$ cat src/rtl/dcm_pkg.sv
// Shared types and defaults for the DCM mode scheduler.
package dcm_pkg;

  localparam int MODE_W             = 3;
  localparam int SETTLE_CYCLES_DEF  = 16;
  localparam int TIMEOUT_CYCLES_DEF = 8;

  typedef enum logic [2:0] {
    IDLE   = 3'd0,
    ISSUE  = 3'd1,
    WAIT   = 3'd2,
    SETTLE = 3'd3,
    DONE   = 3'd4
  } sched_state_t;

  // One counter width serves both the echo wait and the settle window.
  function automatic int cnt_width(input int settle, input int timeout);
    int max_c;
    max_c = (settle > timeout) ? settle : timeout;
    return $clog2(max_c + 1);
  endfunction

endpackage

$ cat src/rtl/dcm_mode_sched_arb.sv
// Two-way round-robin arbiter; the last-grant register moves only on advance.
module rr_arb2 (
  input  logic       clk,
  input  logic       rst,
  input  logic [1:0] req,
  input  logic       advance,
  output logic [1:0] gnt
);

  // last_r = 1 means B won the most recent contested grant
  logic last_r;

  // grant selection: a lone requester wins, a tie goes to the one not granted last
  always_comb begin
    gnt = 2'b00;
    case (req)
      2'b01:   gnt = 2'b01;
      2'b10:   gnt = 2'b10;
      2'b11:   gnt = last_r ? 2'b01 : 2'b10;
      default: gnt = 2'b00;
    endcase
  end

  // last-grant register, reset to B so A wins the first tie
  always_ff @(posedge clk or negedge rst) begin
    if (!rst) begin
      last_r <= 1'b1;
    end else if (advance) begin
      last_r <= gnt[1];
    end
  end

endmodule

$ cat src/rtl/dcm_mode_sched.sv
// Shares the DCM programming port between two requesters: issue, confirm the
// echo, settle, then acknowledge.
module dcm_mode_sched #(
  parameter int MODE_W         = dcm_pkg::MODE_W,
  parameter int SETTLE_CYCLES  = dcm_pkg::SETTLE_CYCLES_DEF,
  parameter int TIMEOUT_CYCLES = dcm_pkg::TIMEOUT_CYCLES_DEF
) (
  input  logic              clk,
  input  logic              rst,
  input  logic              req_a,
  input  logic [MODE_W-1:0] mode_a,
  output logic              ack_a,
  input  logic              req_b,
  input  logic [MODE_W-1:0] mode_b,
  output logic              ack_b,
  output logic              err,
  output logic              busy,
  output logic [MODE_W-1:0] cur_mode,
  output logic [MODE_W-1:0] dcm_prog_in,
  output logic              dcm_update,
  input  logic [MODE_W-1:0] dcm_prog_out
);
  import dcm_pkg::*;

  localparam int CNT_W = cnt_width(SETTLE_CYCLES, TIMEOUT_CYCLES);

  sched_state_t      state_r, state_s;
  logic [MODE_W-1:0] mode_q_r, cur_mode_r, prog_in_r, sel_mode_s;
  logic [CNT_W-1:0]  wcnt_r, scnt_r;
  logic              gid_r, same_r;
  logic              ack_a_r, ack_b_r, err_r, busy_r, update_r;
  logic [1:0]        arb_req_s, gnt_s;
  logic              grant_s, advance_s, echo_ok_s, wait_end_s, settle_end_s;
  logic              timeout_s, ack_s;

  // The ack cycle itself must not re-grant, which matters after a timeout ack.
  assign arb_req_s    = (state_r == IDLE && !ack_a_r && !ack_b_r) ? {req_b, req_a} : 2'b00;
  assign grant_s      = |gnt_s;
  assign advance_s    = grant_s & (&arb_req_s);
  assign sel_mode_s   = gnt_s[1] ? mode_b : mode_a;
  assign echo_ok_s    = (dcm_prog_out == mode_q_r);
  assign wait_end_s   = (wcnt_r == CNT_W'(TIMEOUT_CYCLES - 1));
  assign settle_end_s = (scnt_r == CNT_W'(SETTLE_CYCLES - 1));
  assign timeout_s    = (state_r == WAIT) && !echo_ok_s && wait_end_s;
  assign ack_s        = (state_s == DONE) || timeout_s;

  rr_arb2 u_arb (
    .clk     (clk),
    .rst     (rst),
    .req     (arb_req_s),
    .advance (advance_s),
    .gnt     (gnt_s)
  );

  // next-state logic
  always_comb begin
    state_s = state_r;
    case (state_r)
      IDLE: begin
        if (grant_s) state_s = ISSUE;
        else         state_s = IDLE;
      end
      // a same-mode request passes through ISSUE without pulsing update
      ISSUE: begin
        if (same_r) state_s = DONE;
        else        state_s = WAIT;
      end
      WAIT: begin
        if (echo_ok_s)       state_s = SETTLE;
        else if (wait_end_s) state_s = IDLE;
        else                 state_s = WAIT;
      end
      SETTLE: begin
        if (settle_end_s) state_s = DONE;
        else              state_s = SETTLE;
      end
      DONE:    state_s = IDLE;
      default: state_s = IDLE;
    endcase
  end

  // state, grant capture and confirmed mode
  always_ff @(posedge clk or negedge rst) begin
    if (!rst) begin
      state_r    <= IDLE;
      mode_q_r   <= '0;
      gid_r      <= 1'b0;
      same_r     <= 1'b0;
      cur_mode_r <= '0;
    end else begin
      state_r <= state_s;
      if (grant_s) begin
        mode_q_r <= sel_mode_s;
        gid_r    <= gnt_s[1];
        same_r   <= (sel_mode_s == cur_mode_r);
      end
      if (state_r == WAIT && echo_ok_s) begin
        cur_mode_r <= mode_q_r;
      end
    end
  end

  // echo-wait and settle counters, cleared on entry to their state
  always_ff @(posedge clk or negedge rst) begin
    if (!rst) begin
      wcnt_r <= '0;
      scnt_r <= '0;
    end else begin
      if (state_r == ISSUE) begin
        wcnt_r <= '0;
      end else if (state_r == WAIT && state_s == WAIT) begin
        wcnt_r <= wcnt_r + CNT_W'(1);
      end
      if (state_r == WAIT && echo_ok_s) begin
        scnt_r <= '0;
      end else if (state_r == SETTLE && !settle_end_s) begin
        scnt_r <= scnt_r + CNT_W'(1);
      end
    end
  end

  // registered outputs, computed from the upcoming state
  always_ff @(posedge clk or negedge rst) begin
    if (!rst) begin
      ack_a_r   <= 1'b0;
      ack_b_r   <= 1'b0;
      err_r     <= 1'b0;
      busy_r    <= 1'b0;
      update_r  <= 1'b0;
      prog_in_r <= '0;
    end else begin
      ack_a_r  <= ack_s && !gid_r;
      ack_b_r  <= ack_s && gid_r;
      err_r    <= timeout_s;
      busy_r   <= (state_s != IDLE);
      update_r <= grant_s && (sel_mode_s != cur_mode_r);
      if (grant_s) begin
        prog_in_r <= sel_mode_s;
      end
    end
  end

  assign ack_a       = ack_a_r;
  assign ack_b       = ack_b_r;
  assign err         = err_r;
  assign busy        = busy_r;
  assign cur_mode    = cur_mode_r;
  assign dcm_prog_in = prog_in_r;
  assign dcm_update  = update_r;

endmodule

$ cat config.mk
export PLATFORM = sky130hd
export DESIGN_NAME = dcm_mode_sched
export DESIGN_NICKNAME = d
export VERILOG_FILES = /design/src/rtl/dcm_pkg.sv /design/src/rtl/dcm_mode_sched_arb.sv /design/src/rtl/dcm_mode_sched.sv
export SDC_FILE = /design/constraint.sdc
export NUM_CORES = 1
export LEC_CHECK = 0
export CAP_MARGIN = 20
export CORE_UTILIZATION = 45
export CTS_CLUSTER_SIZE = 24
export DETAILED_ROUTE_END_ITERATION = 10
export GPL_ROUTABILITY_DRIVEN = 0
export GPL_TIMING_DRIVEN = 0
export PLACE_DENSITY = 0.69
export SLEW_MARGIN = 40
export SYNTH_ARGS = -nofsm -noshare
export SYNTH_HDL_FRONTEND = slang
export SYNTH_SLANG_ARGS = --single-unit
$ cat constraint.sdc
create_clock -name clk -period 2.8 [get_ports clk]
set_input_delay 0.84 -clock clk [delete_from_list [all_inputs] [get_ports clk]]
set_output_delay 0.84 -clock clk [all_outputs]
set_load 0.01 [all_outputs]
* Word level (Yosys, flattened, before mapping) *
Cells that the tools add are included.
W data, S select, Z words.

storage, ports and cells
  bits in registers = 27
  input bits = 13
  output and inout port bits = 11
  word-level logic and storage cells = 65

operators by class
  add/subtract/negate cells = 2
  eq/ne operators = 13
  multiplexer cells = 14
  bitwise gates (word level) = 1
  reduce and logical (&&, ||, !) cells = 22

operator list
  cell                   number
  $mux W5                4
  $pmux W3 S4            1
  $add A5 B1 Y5 const B  2
  $logic_and A1 B1 Y1    10
  $eq A3 B2 Y1 const B   3
  $mux W3                3
  $mux W2                4
  $eq A3 B3 Y1           2
  $pmux W2 S3            1
  $eq A5 B3 Y1 const B   1
  $eq A5 B4 Y1 const B   1
  $logic_not A1 Y1       5
  $eq A2 B2 Y1 const B   2
  $reduce_bool A2 Y1     2
  $eq A3 B1 Y1 const B   1
  $eq A3 B3 Y1 const B   1
  $logic_not A3 Y1       1
  $ne A3 B3 Y1           1
  $reduce_bool A3 Y1     1
  $eq A2 B1 Y1 const B   1
  $reduce_and A2 Y1      1
  $reduce_or A2 Y1       1
  $and A1 B1 Y1          1
  $logic_or A1 B1 Y1     1
  $mux W1                1

* Logic depth before layout (Yosys ltp) *
  depth in word-level cells = 13
  depth in mapped cells = 8
  gate-level depth less buffers = 7

* By module *
From an unflattened synthesis, not the netlist that was laid out.

unflattened totals
  cells, all modules = 133
  area total of the unflattened synthesis = 1436.4 µm²

by module, submodules not included
  module          instances  cells each  area each (µm²)  sequential area each (µm²)
  dcm_mode_sched  1          128         1372.6           650.6
  rr_arb2         1          5           63.8             26.3

* Least setup slack after synthesis *
OpenSTA, ideal clock, no wires.

  kind = input -> register
  start point = in dcm_prog_out[0]
  end point = reg cur_mode_r[0], in the netlist cur_mode[0]
  arrival time = 1986 ps
  path slack = 689 ps
  cell stages on the path = 3
  path through = xor2_1 -> nor4_2 -> mux2_2

on the way
  cells in the longest elaborated chain, start to end = 2

ends and longest elaborated chain
  what                    line                  text
  start: declaration      dcm_mode_sched.sv:21  input logic [MODE_W-1:0] dcm_prog_out
  $eq A3 B3 Y1            dcm_mode_sched.sv:41  assign echo_ok_s = (dcm_prog_out == mode_q_r);
  $logic_and A1 B1 Y1     dcm_mode_sched.sv:97  if (state_r == WAIT && echo_ok_s) begin
  end signal: assignment  dcm_mode_sched.sv:98  cur_mode_r <= mode_q_r;
  end: declaration        dcm_mode_sched.sv:28  logic [MODE_W-1:0] mode_q_r, cur_mode_r, prog_in_r, sel_mode_s;

Every way passes these cells.
A chain may end at the register's enable or synchronous reset.

* Final worst setup path *
  start point = in req_b
  end point = reg same_r

on the way
  cells in the longest elaborated chain, start to end = 5

ends and longest elaborated chain
  what                                          line                      text
  start: declaration                            dcm_mode_sched.sv:13      input logic req_b,
  $mux W2 *                                     dcm_mode_sched.sv:37      assign arb_req_s = (state_r == IDLE && !ack_a_r && !ack_b_r) ? {req_b, req_a} : 2'b00;
  $eq A2 B2 Y1 or $eq A2 B1 Y1 (tied branches)  dcm_mode_sched_arb.sv:16  case (req)
  $pmux W2 S3 *                                 dcm_mode_sched_arb.sv:16
  $mux W3                                       dcm_mode_sched.sv:40      assign sel_mode_s = gnt_s[1] ? mode_b : mode_a;
  $eq A3 B3 Y1                                  dcm_mode_sched.sv:95      same_r <= (sel_mode_s == cur_mode_r);
  end signal: assignment                        dcm_mode_sched.sv:95
  end: declaration                              dcm_mode_sched.sv:30      logic gid_r, same_r;

Every way passes the cells marked *; elsewhere a longest branch is shown, timed or not.

==> flow_metrics.env <==
export IMPL_grt_overflow_total=0
export IMPL_critPathMaxFanout=6
export IMPL_cp_startpoint="req_b"
export IMPL_syn_area_um2=1440
export IMPL_syn_avg_cell_area_um2=10.2
export IMPL_cp_slowest_cell="clkdlybuf4s50_1"
export IMPL_postRouteWirelength_mm=2.91
export IMPL_crit_path_start_kind="input pin"
export IMPL_use_met2_pct=34.3
export IMPL_dpl_worst_slack_ns=0.0368
export IMPL_hold_viol_final=0
export IMPL_drive_gt1_share_pct=10.1
export IMPL_drtPass1Iterations=4
export IMPL_postSynth_asyncResetShare_pct=100
export IMPL_htreeDepth=1
export IMPL_max_stage_delay_ns=0.52
export IMPL_timing_final_crit_share_pct=86.0
export IMPL_p_leak_nw=0.755
export IMPL_end_kind="register"
export IMPL_ys_flop_type="dfrtp_1"
export IMPL_place_hpwl_mm=2.19
export IMPL_ys_ff_latch=27
export IMPL_ir_drop_mv=0.453
export IMPL_grt_usage_pct=19.5
export IMPL_grt_pass1_wl_mm=5.05
export IMPL_worst_pin_slew_ns=0.694
export IMPL_stdcell_count=212
export IMPL_clock_latency_ns=0.32
export IMPL_min_path_type="in2async"
export IMPL_postPlaceCellArea_um2=1730
export IMPL_via_count=1139
export IMPL_synth_area_leader_cell="dfrtp_1"
export IMPL_slew_headroom_pct=53.3
export IMPL_core_area_um2=3050
export IMPL_clkTransAtPathRegs_ns=0.15
export IMPL_regToRegStartpoint="state_r[0]"
export IMPL_grt_start_max_net_pins=28
export IMPL_path_class="in2reg"
export IMPL_clock_path_buffers=2
export IMPL_synth_fp_nets=157
export IMPL_cts_setup_buffers=0
export IMPL_io_buffer_count=23
export IMPL_status="finished, final reports clean"
export IMPL_top_usage_layer="met2"
export IMPL_arrival_ns=2.63
export IMPL_drtAntennaViolNets=0
export IMPL_final_cell_mix="dfrtp_1, clkdlybuf4s50_1, nor2_1"
export IMPL_ios=24
export IMPL_cts_root_buf="clkbuf_4"
export IMPL_cts_resized=0
export IMPL_viasPerCell=5.37
export IMPL_final_area_um2=1770
export IMPL_grt_pass1_vias=1156
export IMPL_synthCells=141
export IMPL_rows=20
export IMPL_fmax_mhz=415
export IMPL_cts_sinks=27
export IMPL_cts_tree="yes"
export IMPL_route_detailed_drc=0
export IMPL_postLayoutSetupSlackWorst_ns=0.392
export IMPL_setup_violations=0
export IMPL_powerDensity_nw_per_um2=960
export IMPL_final_common_cell="dfrtp_1"
export IMPL_cts_hold_buf=0
export IMPL_antenna_found_initial=0
export IMPL_cts_buffers=3
export IMPL_timing_max_transition_violations_final=0
export IMPL_nets=185
export IMPL_synth_area_leaders="dfrtp_1, xor2_1, mux2i_1"
export IMPL_finClkSkew_ns=0.0130
export IMPL_ys_warn_count=0
export IMPL_drtIter0Drc=35
export IMPL_maxCapViolCount=0
export IMPL_dieArea_um2=3440
export IMPL_path_cells="clkdlybuf4s50_1 > nor2b_1 > nand3_1 > o311a_1 > a32o_1"
export IMPL_die_y_um=58.6
export IMPL_synth_top_area_share_pct=45.1
export IMPL_period_minus_slack_ns=2.41
export IMPL_holdWs_ns=0.501
export IMPL_grt_use_met3_pct=3.74
export IMPL_use_met1_pct=24.1
export IMPL_synth_cell_types=42
export IMPL_die_w_um=58.6
export IMPL_fin_util_pct=57.8
export IMPL_antenna_cells=0
export IMPL_synth_edf_count=0
export IMPL_ys_seq_area_share_pct=46.9
export IMPL_critPathRequiredTime_ns=3.03
export IMPL_place_inst=208
export IMPL_wl_per_cell_um=13.7
export IMPL_initial_core_util_pct=47.3
export IMPL_rsz0062_at_grt="no"
export IMPL_syn_to_final_growth_pct=22.4
==> layer usage <==
layer	share of wire, %	vias to the layer above
met5	0	-
met4	0.55	0
met3	3.7	2
met2	52	30
met1	44	543
li1	-	564
==> cell type report <==
| type | count | area (um^2) |
|---|---|---|
| Buffer | 5 | 28.8 |
| Clock buffer | 4 | 26.3 |
| Fill cell | 294 | 1290 |
| Inverter | 4 | 15.0 |
| Multi-Input combinational cell | 105 | 738 |
| Sequential cell | 27 | 677 |
| Tap cell | 44 | 55.1 |
| Timing Repair Buffer | 23 | 225 |
==> cells in the mapped netlist, types with 2 or more instances <==
library cell	n
dfrtp_1	26
nor2_1	12
nand2_1	10
nor2b_1	7
o21ai_0	7
xor2_1	7
mux2i_1	6
nand2b_1	6
a21oi_1	5
inv_1	4
ha_1	3
mux2_2	3
nand3_1	3
nand4_1	3
nor4_1	3
or3_1	3
buf_2	2
clkbuf_1	2
nor3_1	2
nor4_2	2
nor4bb_1	2
o311a_1	2
o32ai_1	2
==> per-stage QoR <==
step	TNS, ns	total power, mW
after floorplan	0	1.23
after global placement	-0.0159	1.47
after detailed placement	0	1.53
after CTS	0	1.71
after global routing	0	1.85
final	0	1.70
==> critical path: cells and delay by family <==
kind | cells | cell delay (ns)
buffers and inverters | 1 | 0.52
AO/OA/AOI/OAI | 2 | 0.70
AND/OR/NAND/NOR | 2 | 0.58
==> power breakdown <==
part	switching [mW]	internal (mW)	total, mW
combinational	0.434	0.415	0.849
sequential	0.132	0.549	0.681
clock	0.109	0.0556	0.165
total	0.675	1.02	1.70
==> logic make-up after synthesis <==
| group | count (synthesis) | synth area share, % |
|---|---|---|
| simple gates | 61 | 24.7 |
| buf+inv | 9 | 3.04 |
| compound gates | 24 | 11.4 |
| fa+ha+maj | 3 | 2.60 |
| flops | 27 | 46.9 |
| xor+xnor | 8 | 4.86 |
| mux | 9 | 6.50 |
==> final timing paths <==
| check | endpoint | cells after the start | slack, ns |
|---|---|---|---|
| max in group asynchronous | cur_mode[0] | 1 | 1.90 |
| setup reg to reg | same_r | 5 | 0.42 |
| min in group clk | gid_r | 2 | 0.53 |
| hold reg to reg | gid_r | 2 | 0.53 |
| hold / removal | dcm_update | 1 | 0.50 |
| setup / recovery | same_r | 5 | 0.39 |
==> sequential cells by signal, indices dropped and copies added, names as in the netlist, 3 cells and up <==
register	flops
cur_mode	3
dcm_prog_in	3
scnt_r	5
state_r	3
wcnt_r	5
Power figures use the tool's default switching activity.
